## src/rtl/mips_pkg.sv

```systemverilog
// Shared MIPS pipeline definitions: NOP encoding, fetch FSM states, default reset PC.
package mips_pkg;

   localparam int unsigned XLEN = 32;

   localparam logic [XLEN-1:0] NOP              = 32'h0000_0000;
   localparam logic [XLEN-1:0] DEFAULT_RESET_PC = 32'h0000_0000;

   typedef enum logic [1:0] {
      IDLE = 2'd0,
      REQ  = 2'd1,
      WAIT = 2'd2
   } fetchState_t;

   // Instruction fetches are word aligned; the low two address bits are dropped.
   function automatic logic [XLEN-1:0] wordAlign(input logic [XLEN-1:0] addr);
      return {addr[XLEN-1:2], 2'b00};
   endfunction

endpackage

```

## src/rtl/fetch_skid_buf.sv

```systemverilog
// One-entry holding register for a returned instruction that IF/ID could not accept.
// Clear beats load, load beats drain.
module fetch_skid_buf
   import mips_pkg::*;
(
   input  logic            clk,
   input  logic            reset_n,
   input  logic            load,
   input  logic            drain,
   input  logic            clear,
   input  logic [XLEN-1:0] loadInstr,
   input  logic [XLEN-1:0] loadPc,
   output logic            full,
   output logic [XLEN-1:0] instr,
   output logic [XLEN-1:0] pc
);

   // Occupancy flag and payload.
   always_ff @(posedge clk) begin
      if (!reset_n) begin
         full  <= 1'b0;
         instr <= NOP;
         pc    <= '0;
      end else begin
         if (clear) begin
            full <= 1'b0;
         end else if (load) begin
            full <= 1'b1;
         end else if (drain) begin
            full <= 1'b0;
         end
         if (load && !clear) begin
            instr <= loadInstr;
            pc    <= loadPc;
         end
      end
   end

endmodule

```

## src/rtl/fetch_stage.sv

```systemverilog
// MIPS instruction-fetch stage: PC, single-outstanding imem interface, skid entry, IF/ID register.
// Optional FETCH_PERF_EN adds saturating bubble/redirect counters.
module fetch_stage
   import mips_pkg::*;
#(
   parameter logic [XLEN-1:0] RESET_PC = DEFAULT_RESET_PC
) (
   input  logic            clk,
   input  logic            reset_n,
   input  logic            stallF,
   input  logic            stallD,
   input  logic            redirectD,
   input  logic [XLEN-1:0] redirect_pcD,
   output logic            imem_req,
   output logic [XLEN-1:0] imem_addr,
   input  logic            imem_gnt,
   input  logic            imem_rvalid,
   input  logic [XLEN-1:0] imem_rdata,
   output logic [XLEN-1:0] pcF,
   output logic [XLEN-1:0] instrD,
   output logic [XLEN-1:0] pcplus4D,
   output logic            validD
`ifdef FETCH_PERF_EN
   ,
   output logic [XLEN-1:0] perf_bubbles,
   output logic [XLEN-1:0] perf_redirects
`endif
);

   fetchState_t     state, stateNext;
   logic [XLEN-1:0] addrQ;      // address held stable while a request awaits gnt
   logic [XLEN-1:0] flPc;       // PC of the granted request
   logic            dead;       // pending/in-flight request must be dropped
   logic [XLEN-1:0] pcNext;

   logic            redirAcc, rspHere, rspAlive, grant, reqLive, reqEarly;
   logic            skidLoad, skidDrain, skidFull, skidFullNext;
   logic [XLEN-1:0] skidInstr, skidPc;

   // Control decode shared by the FSM and the datapath.
   assign redirAcc     = redirectD & ~stallD;
   assign rspHere      = (state == WAIT) & imem_rvalid;
   assign rspAlive     = rspHere & ~dead & ~redirAcc;
   assign skidLoad     = rspAlive & (stallD | skidFull);
   assign skidDrain    = ~stallD & skidFull;
   assign skidFullNext = ~redirAcc & (skidLoad | (skidFull & ~skidDrain));
   assign grant        = imem_req & imem_gnt;
   assign reqLive      = (state == REQ) ? ~dead : 1'b1;
   assign pcNext       = redirAcc          ? wordAlign(redirect_pcD) :
                         (grant & reqLive) ? pcF + XLEN'(4)          : pcF;

   // Fetch FSM state register.
   always_ff @(posedge clk) begin
      if (!reset_n) state <= IDLE;
      else          state <= stateNext;
   end

   // Next state and request outputs; a new request may go out in the response cycle.
   always_comb begin
      stateNext = state;
      imem_req  = 1'b0;
      imem_addr = '0;
      reqEarly  = 1'b0;
      case (state)
         IDLE: begin
            if (!stallF && !skidFull) stateNext = REQ;
         end
         REQ: begin
            imem_req  = 1'b1;
            imem_addr = addrQ;
            if (imem_gnt) stateNext = WAIT;
         end
         WAIT: begin
            if (imem_rvalid) begin
               if (!stallF && !skidFullNext) begin
                  reqEarly  = 1'b1;
                  imem_req  = 1'b1;
                  imem_addr = pcF;
                  stateNext = imem_gnt ? WAIT : REQ;
               end else begin
                  stateNext = IDLE;
               end
            end
         end
         default: stateNext = IDLE;
      endcase
   end

   // PC, request bookkeeping and dead tracking.
   always_ff @(posedge clk) begin
      if (!reset_n) begin
         pcF   <= RESET_PC;
         addrQ <= '0;
         flPc  <= '0;
         dead  <= 1'b1;
      end else begin
         pcF <= pcNext;
         if (imem_req && !imem_gnt) addrQ <= imem_addr;
         else                       addrQ <= pcNext;
         if (grant) flPc <= imem_addr;
         if (imem_req)            dead <= ~reqLive | redirAcc;
         else if (state == WAIT)  dead <= dead | redirAcc;
         else                     dead <= 1'b0;
      end
   end

   fetch_skid_buf uSkid (
      .clk       (clk),
      .reset_n   (reset_n),
      .load      (skidLoad),
      .drain     (skidDrain),
      .clear     (redirAcc),
      .loadInstr (imem_rdata),
      .loadPc    (flPc),
      .full      (skidFull),
      .instr     (skidInstr),
      .pc        (skidPc)
   );

   // IF/ID register: skid first, then the live response, otherwise a bubble.
   always_ff @(posedge clk) begin
      if (!reset_n) begin
         instrD   <= NOP;
         pcplus4D <= '0;
         validD   <= 1'b0;
      end else if (!stallD) begin
         if (redirAcc) begin
            instrD   <= NOP;
            pcplus4D <= '0;
            validD   <= 1'b0;
         end else if (skidFull) begin
            instrD   <= skidInstr;
            pcplus4D <= skidPc + XLEN'(4);
            validD   <= 1'b1;
         end else if (rspAlive) begin
            instrD   <= imem_rdata;
            pcplus4D <= flPc + XLEN'(4);
            validD   <= 1'b1;
         end else begin
            instrD   <= NOP;
            pcplus4D <= '0;
            validD   <= 1'b0;
         end
      end
   end

`ifdef FETCH_PERF_EN
   logic bubbleLoad;
   assign bubbleLoad = ~stallD & (redirAcc | (~skidFull & ~rspAlive));

   // Saturating event counters.
   always_ff @(posedge clk) begin
      if (!reset_n) begin
         perf_bubbles   <= '0;
         perf_redirects <= '0;
      end else begin
         if (bubbleLoad && (perf_bubbles != '1))   perf_bubbles   <= perf_bubbles + XLEN'(1);
         if (redirAcc && (perf_redirects != '1))   perf_redirects <= perf_redirects + XLEN'(1);
      end
   end
`endif

endmodule
```

## config.mk

```make
export PLATFORM = sky130hd
export DESIGN_NAME = fetch_stage
export DESIGN_NICKNAME = d
export VERILOG_FILES = /design/src/rtl/mips_pkg.sv /design/src/rtl/fetch_skid_buf.sv /design/src/rtl/fetch_stage.sv
export SDC_FILE = /design/constraint.sdc
export NUM_CORES = 1
export LEC_CHECK = 0
export BUFFER_PORTS_ARGS = -buffer_cell sky130_fd_sc_hd__buf_4
export CAP_MARGIN = 20
export CORE_ASPECT_RATIO = 0.8
export CORE_MARGIN = 2
export CORE_UTILIZATION = 30
export DETAILED_ROUTE_END_ITERATION = 10
export PLACE_DENSITY = 0.48
export SLEW_MARGIN = 25
export SYNTH_ARGS = -nofsm -noshare
export SYNTH_HDL_FRONTEND = slang
export SYNTH_SLANG_ARGS = --single-unit
```

## constraint.sdc

```tcl
create_clock -name clk -period 2.46 [get_ports clk]
set_clock_uncertainty 0.1 [all_clocks]
set_input_delay 0.123 -clock clk [delete_from_list [all_inputs] [get_ports clk]]
set_output_delay 0.123 -clock clk [all_outputs]
set_load 0.01 [all_outputs]
```

==> Yosys cells after proc, flatten, opt, wreduce, memory -nomap -nowiden <==
Index checks and enable logic that the tools add are counted.
{ "word_totals": {"regBits": 229, "input_bits": 71} }
{ "classes": {"n_addsub": 3, "n_eq_ne": 5, "n_mux": 29, "bitwise_logic": 20, "n_reduce_logical": 13} }
{ "ops": {"columns": ["operator", "n"], "rows": [
  ["$mux W32", 11],
  ["$add A32 B3 Y32 const B", 3],
  ["$pmux W32 S2", 1],
  ["$and A1 B1 Y1", 10],
  ["$mux W1", 10],
  ["$mux W2", 5],
  ["$ne A2 B2 Y1 const B", 3],
  ["$not A1 Y1", 6],
  ["$pmux W2 S3", 1],
  ["$logic_not A1 Y1", 5],
  ["$logic_and A1 B1 Y1", 4],
  ["$or A1 B1 Y1", 4],
  ["$reduce_and A3 Y1", 1],
  ["$eq A2 B1 Y1 const B", 1],
  ["$eq A2 B2 Y1 const B", 1],
  ["$logic_not A2 Y1", 1],
  ["$pmux W1 S2", 1],
  ["$reduce_bool A2 Y1", 1],
  ["$reduce_or A2 Y1", 1]
]} }

==> Longest topological paths before layout <==
{ "depth": {"ltp_word": 17, "ltp_mapped": 11, "mapped_depth_nobuf": 9} }

==> Cells and area by module <==
From an unflattened synthesis, not the netlist that was laid out.
{ "hier_totals": {"hier_cells": 1266, "area_unflattened_um2": 11054.4} }
{ "modules_own_cells": {"columns": ["module", "instances", "cells_each", "area_each_um2", "seq_area_each_um2"], "rows": [
  ["fetch_stage", 1, 984, 8384.3, 3283.1],
  ["fetch_skid_buf", 1, 282, 2670.1, 1301.2]
]} }

==> Worst setup path before layout <==
Ideal clock, no wire load.
{ "synth_timing": {"path_type": "reg-to-reg", "startpoint": "register state[0]", "endpoint": "register addrQ[4]", "setup_time_ps": 87, "t_arrival_ps": 2138, "required_ps": 2273, "path_slack_ps": 135, "path_stages_with_launch": 11, "n_path_buf": 1, "period_less_slack_ps": 2325, "path_cell_list": "dfxtp_1 inv_1 ha_1 and4b_1 a41oi_4 inv_2 buf_4 nand3_1 xnor2_1 nor2_1 o31ai_1"} }
{ "synth_between": {"elab_chain_len": 17, "elab_cells_between_ends": 23} }
{ "synth_rtl": {"columns": ["item", "line", "text"], "rows": [
  ["from (decl)", "fetch_stage.sv:30", "fetchState_t state, stateNext;"],
  ["from (signal assigned)", "fetch_stage.sv:55", "else state <= stateNext;"],
  ["$eq A2 B2 Y1", "fetch_stage.sv:42, fetch_stage.sv:64", null],
  ["$and A1 B1 Y1", "fetch_stage.sv:42", "assign rspHere = (state == WAIT) & imem_rvalid;"],
  ["$and A1 B1 Y1 (2 in a row)", "fetch_stage.sv:43", "assign rspAlive = rspHere & ~dead & ~redirAcc;"],
  ["$and A1 B1 Y1", "fetch_stage.sv:44", "assign skidLoad = rspAlive & (stallD | skidFull);"],
  ["$or A1 B1 Y1", "fetch_stage.sv:46", "assign skidFullNext = ~redirAcc & (skidLoad | (skidFull & ~skidDrain));"],
  ["$and A1 B1 Y1", "fetch_stage.sv:46", null],
  ["$logic_not A1 Y1", "fetch_stage.sv:75", "if (!stallF && !skidFullNext) begin"],
  ["$logic_and A1 B1 Y1", "fetch_stage.sv:75", null],
  ["$mux W1", "fetch_stage.sv:75", null],
  ["$mux W1", "fetch_stage.sv:74", "if (imem_rvalid) begin"],
  ["$pmux W1 S2 (*)", "fetch_stage.sv:64", "case (state)"],
  ["named net imem_req", "fetch_stage.sv:14", "output logic imem_req,"],
  ["$and A1 B1 Y1", "fetch_stage.sv:47", "assign grant = imem_req & imem_gnt;"],
  ["$and A1 B1 Y1", "fetch_stage.sv:50", "(grant & reqLive) ? pcF + XLEN'(4) : pcF;"],
  ["$mux W32", "fetch_stage.sv:50", null],
  ["$mux W32", "fetch_stage.sv:49", "assign pcNext = redirAcc ? wordAlign(redirect_pcD) :"],
  ["$mux W32 (*)", "fetch_stage.sv:98", "if (imem_req && !imem_gnt) addrQ <= imem_addr;"],
  ["to (signal assigned)", "fetch_stage.sv:98", null],
  ["to (signal assigned)", "fetch_stage.sv:99", "else addrQ <= pcNext;"],
  ["to (decl)", "fetch_stage.sv:31", "logic [XLEN-1:0] addrQ;"]
]} }
Mark *: on every way through the listed nets, which the timed path passes. The rest lies on a longest branch.
A chain may end at the register's enable or synchronous reset.

==> Worst setup path in the final report <==
{ "layout_timing": {"startpoint": "register state[1]", "endpoint": "output imem_addr[17]"} }
{ "layout_between": {"elab_chain_len": 12, "elab_cells_between_ends": 13} }
{ "layout_rtl": {"columns": ["item", "line", "text"], "rows": [
  ["$eq A2 B2 Y1", "fetch_stage.sv:42, fetch_stage.sv:64", null],
  ["$and A1 B1 Y1", "fetch_stage.sv:42", null],
  ["$and A1 B1 Y1 (2 in a row)", "fetch_stage.sv:43", null],
  ["$and A1 B1 Y1", "fetch_stage.sv:44", null],
  ["$or A1 B1 Y1", "fetch_stage.sv:46", null],
  ["$and A1 B1 Y1", "fetch_stage.sv:46", null],
  ["$logic_not A1 Y1", "fetch_stage.sv:75", null],
  ["$logic_and A1 B1 Y1", "fetch_stage.sv:75", null],
  ["$mux W32", "fetch_stage.sv:75", null],
  ["$mux W32", "fetch_stage.sv:74", null],
  ["$pmux W32 S2 (*)", "fetch_stage.sv:64", null],
  ["to (decl)", "fetch_stage.sv:15", "output logic [XLEN-1:0] imem_addr,"]
]} }
Every way passes the cells marked *; elsewhere a longest branch is shown, timed or not.

==> results summary <==
Entering global routing, the biggest net connects 110 pins. The total of warnings raised by yosys is 0. For met1 alone, demand over resource in global routing was 0.3057. The worst ir drop on vdd is 0.4782 mV. The global routing stage identified its most utilized layer as met2.

The global-route usage over all layers is 0.2045. The die outline area is 0.03755 sq mm. The total power per unit cell area came out at 661.1 mW/mm^2. The flip-flop and latch area is 0.004587 sq mm. In the global route stage, met2 resource usage came out at 0.3070. The data arrival time of the worst path is 2.36 ns. The congestion estimate from routability-driven global placement came to 0.8321. The peak fanout along the critical path came out at 8. The final layout contains routed wiring with a total length of 40.15 mm. The y dimension of the die came out at 173.7 um. The tightest min-delay check is of the in -> reg type. The critical path starts at state[1]. In the layout the commonest cells are sky130_fd_sc_hd__buf_4, sky130_fd_sc_hd__dfxtp_1, sky130_fd_sc_hd__nand2_1. The sequential share of power is 0.396. The critical path ends at imem_addr[17].

The standby leakage power is 6.184 nW. Max-cap violations in this run came to 0. The clock net sink count came out at 229. The latest clock arrival within the worst-skew pair is 0.54 ns.

The row count is 62. Of the total power, the clock network draws 0.359. The async set or reset register ratio after synthesis is 0. The share of layout cells above drive strength 1 is 0.2729. The internal power of the cells totals 7.227 mW.

The startpoint identified for the worst register-to-register timing path is state[1]. The post-DP HPWL came out at 26.70 mm. The overall power after layout came out at 10.41 mW. Of the total power, the share spent switching nets is 0.3055. The data required time of the worst path is 2.24 ns. The count of nets left with antenna violations after detail routing came out at 0.

The register-to-register setup slack came out at 0.02 ns. The via count of the first global-routing pass is 10.28k. The worst hold slack came out at 0.06305 ns.

The area of the core is 0.03568 sq mm. The post-detailed-route via-to-cell ratio is 5.143. The worst setup path is captured at a primary output.

At the pin with the least slew margin, the transition time is 0.9828 ns. The total congestion overflow after global routing is 0. The post-synthesis net count came out at 1408. The most instantiated flip-flop cell in the synthesis netlist is sky130_fd_sc_hd__dfxtp_1. The portion of the post-synthesis area used by sequential elements came out at 0.4244. The met3 routing resource usage after global routing came out at 0.02930. Counting flops with a built-in enable in the synthesized netlist gives 0. The library cell used most frequently in the layout, excluding fill and tap cells, is sky130_fd_sc_hd__buf_4.

In this run the number of H-tree levels came out at 1. Setup repair after global routing could not meet its margin everywhere. The die is 216.1 um wide. The cell sitting at the root of the clock tree is a sky130_fd_sc_hd__clkbuf_16. The worst setup path is of the reg -> out kind.

Static timing analysis puts the maximum clock frequency at 386.9 MHz. The layout filler cell count came out at 3638. The final reports fail on setup timing. The net count reported at finish is 1731. The cell area after synthesis came out at 0.01080 sq mm.

The final critical-path share of the clock period came out at 1.051. TritonCTS built the clock tree. Counting flops and latches in the post-synthesis netlist gives 229. The worst setup path is launched from a flop. The residual DRC count is 0. Of the total power, combinational logic draws 0.245. The number of buffer cells added on primary ports came out at 198.

The longest clock path from root to sink contains 3 buffers. The hold violation total from the final report is 0. The gate count after technology mapping is 1330.

The first detailed-routing pass took 5 iterations. The top-level I/O count came out at 201. The number of antenna violations at the first check in global routing is 1. The end-of-flow core utilization came out at 0.4411. The worst-case headroom to the max-slew limit is 0.3397. The area growth from synthesis to layout is 45.73%. The least setup slack across all paths after layout is -0.1247 ns. The first-pass GRT wire length is 61.18 mm. The number of cell instances on the worst register-to-register path came out at 9. The number of buffers added by the clock tree synthesis step came out at 27.

A synthesized cell averages 8.122 sq um. In this run the critical register-to-register path is captured at addrQ[18]. The total via count after detailed routing is 11.07k. The starting utilization of the core area is 0.3027.

The multi-input gate area in the final layout is 0.006270 sq mm. The number of slew-limit violations in the final report is 0. The number of DRC markers in iteration 0 is 802. The flow ran to the end, but the final reports show violations. After clock tree synthesis, the clock-pin slew on the worst setup and hold paths is 0.06 ns.

Counting I/O delays and the setup requirement, the final critical path takes 2.585 ns. Setup violations remaining at the end of the flow were counted as 30. The post-detailed-route wirelength per cell came out at 18.66 um.

The synthesized netlist contains 60 unique library cells. Summed over all nets, the switching power comes to 3.179 mW.
==> per-layer routing <==
| layer | share of wire | routed length (um) |
|---|---|---|
| met1 | 0.49 | 19580 |
| met2 | 0.44 | 17640 |
| met3 | 0.051 | 2036 |
| met4 | 0.022 | 894 |
| met5 | 0 | 0 |
==> worst min path at each step <==
stage / endpoint / depth (start not counted) / start
2_1_floorplan: uSkid.instr[0] / 2 / imem_rdata[0]
3_3_place_gp: uSkid.instr[18] / 3 / imem_rdata[18]
3_5_place_dp: uSkid.instr[25] / 3 / imem_rdata[25]
4_1_cts: pcplus4D[13] / 4 / stallD
5_1_grt: pcplus4D[10] / 3 / stallD
6_report: pcplus4D[13] / 4 / stallD
==> power by group through the flow <==
stage	combinational, mW	clock, mW	sequential [mW]
after floorplan	1.05	0	4.17
after global placement	1.99	0	4.17
after detailed placement	1.99	0	4.18
after CTS	2.36	3.84	4.11
after global routing	2.73	3.99	4.15
final	2.55	3.74	4.12
==> flip-flops by register name (all words and copies together) (netlist names) <==
| signal | flops |
|---|---|
| pcplus4D | 32 |
| validD | 1 |
| uSkid.instr | 32 |
| uSkid.pc | 32 |
| instrD | 32 |
| dead | 1 |
| pcF | 32 |
| uSkid.full | 1 |
| addrQ | 32 |
| state | 2 |
| flPc | 32 |
==> cell usage after synthesis (36+ instances only) <==
cell type	instances	area share
sky130_fd_sc_hd__nor3_1	40	0.019
sky130_fd_sc_hd__o21ai_0	48	0.022
sky130_fd_sc_hd__xnor2_1	36	0.029
sky130_fd_sc_hd__clkbuf_1	77	0.027
sky130_fd_sc_hd__a21oi_1	96	0.044
sky130_fd_sc_hd__a22o_1	61	0.049
sky130_fd_sc_hd__dfxtp_1	229	0.42
sky130_fd_sc_hd__a22oi_1	62	0.043
sky130_fd_sc_hd__nor2_1	160	0.056
sky130_fd_sc_hd__nand3_1	42	0.019
sky130_fd_sc_hd__xor2_1	41	0.033
sky130_fd_sc_hd__nand2_1	191	0.066
==> cell families after synthesis <==
| family | share of synthesized area |
|---|---|
| xor+xnor | 0.06243 |
| flops | 0.4244 |
| compound gates | 0.2113 |
| buf+inv | 0.03927 |
| mux | 0.006603 |
| simple gates | 0.2479 |
| fa+ha+maj | 0.008108 |
==> timing repair <==
item	4_1_cts	5_1_grt
pin swaps	16	28
buffers inserted	18	13
gates cloned	2	2
hold buffers	67	0
endpoints found under the hold margin	129	0
setup endpoints to repair	33	56
resized for setup	90	44
==> per-stage QoR <==
step	setup TNS [ns]	instance area [sq um]	std cells	worst slack [ns]
2_1_floorplan	0	10800	1330	0.1355
3_3_place_gp	0	13350	2003	0.09995
3_5_place_dp	0	13350	2003	0.03223
4_1_cts	-2.377	15380	2137	-0.1462
5_1_grt	-3.600	15740	2152	-0.1651
6_report	-1.954	15740	2152	-0.1247
==> worst max-delay path, cell delays in order, from the launching register on <==
cell	delay, ns
sky130_fd_sc_hd__dfxtp_2	0.33
sky130_fd_sc_hd__buf_6	0.11
sky130_fd_sc_hd__ha_4	0.16
sky130_fd_sc_hd__buf_6	0.11
sky130_fd_sc_hd__and3b_1	0.16
sky130_fd_sc_hd__o211a_4	0.20
sky130_fd_sc_hd__clkbuf_16	0.20
sky130_fd_sc_hd__a22o_4	0.26
sky130_fd_sc_hd__and2_4	0.17
sky130_fd_sc_hd__buf_6	0.11
==> final cells by class <==
type	instances	area share
well taps	480	0.03815
clock inverters	5	0.001590
diodes	1	0.0001590
repair buffers	390	0.2179
multi-input cells	994	0.3983
clock buffers	42	0.04968
flip-flops and latches	229	0.2914
inverters	11	0.002782
Power figures use the tool's default switching activity.
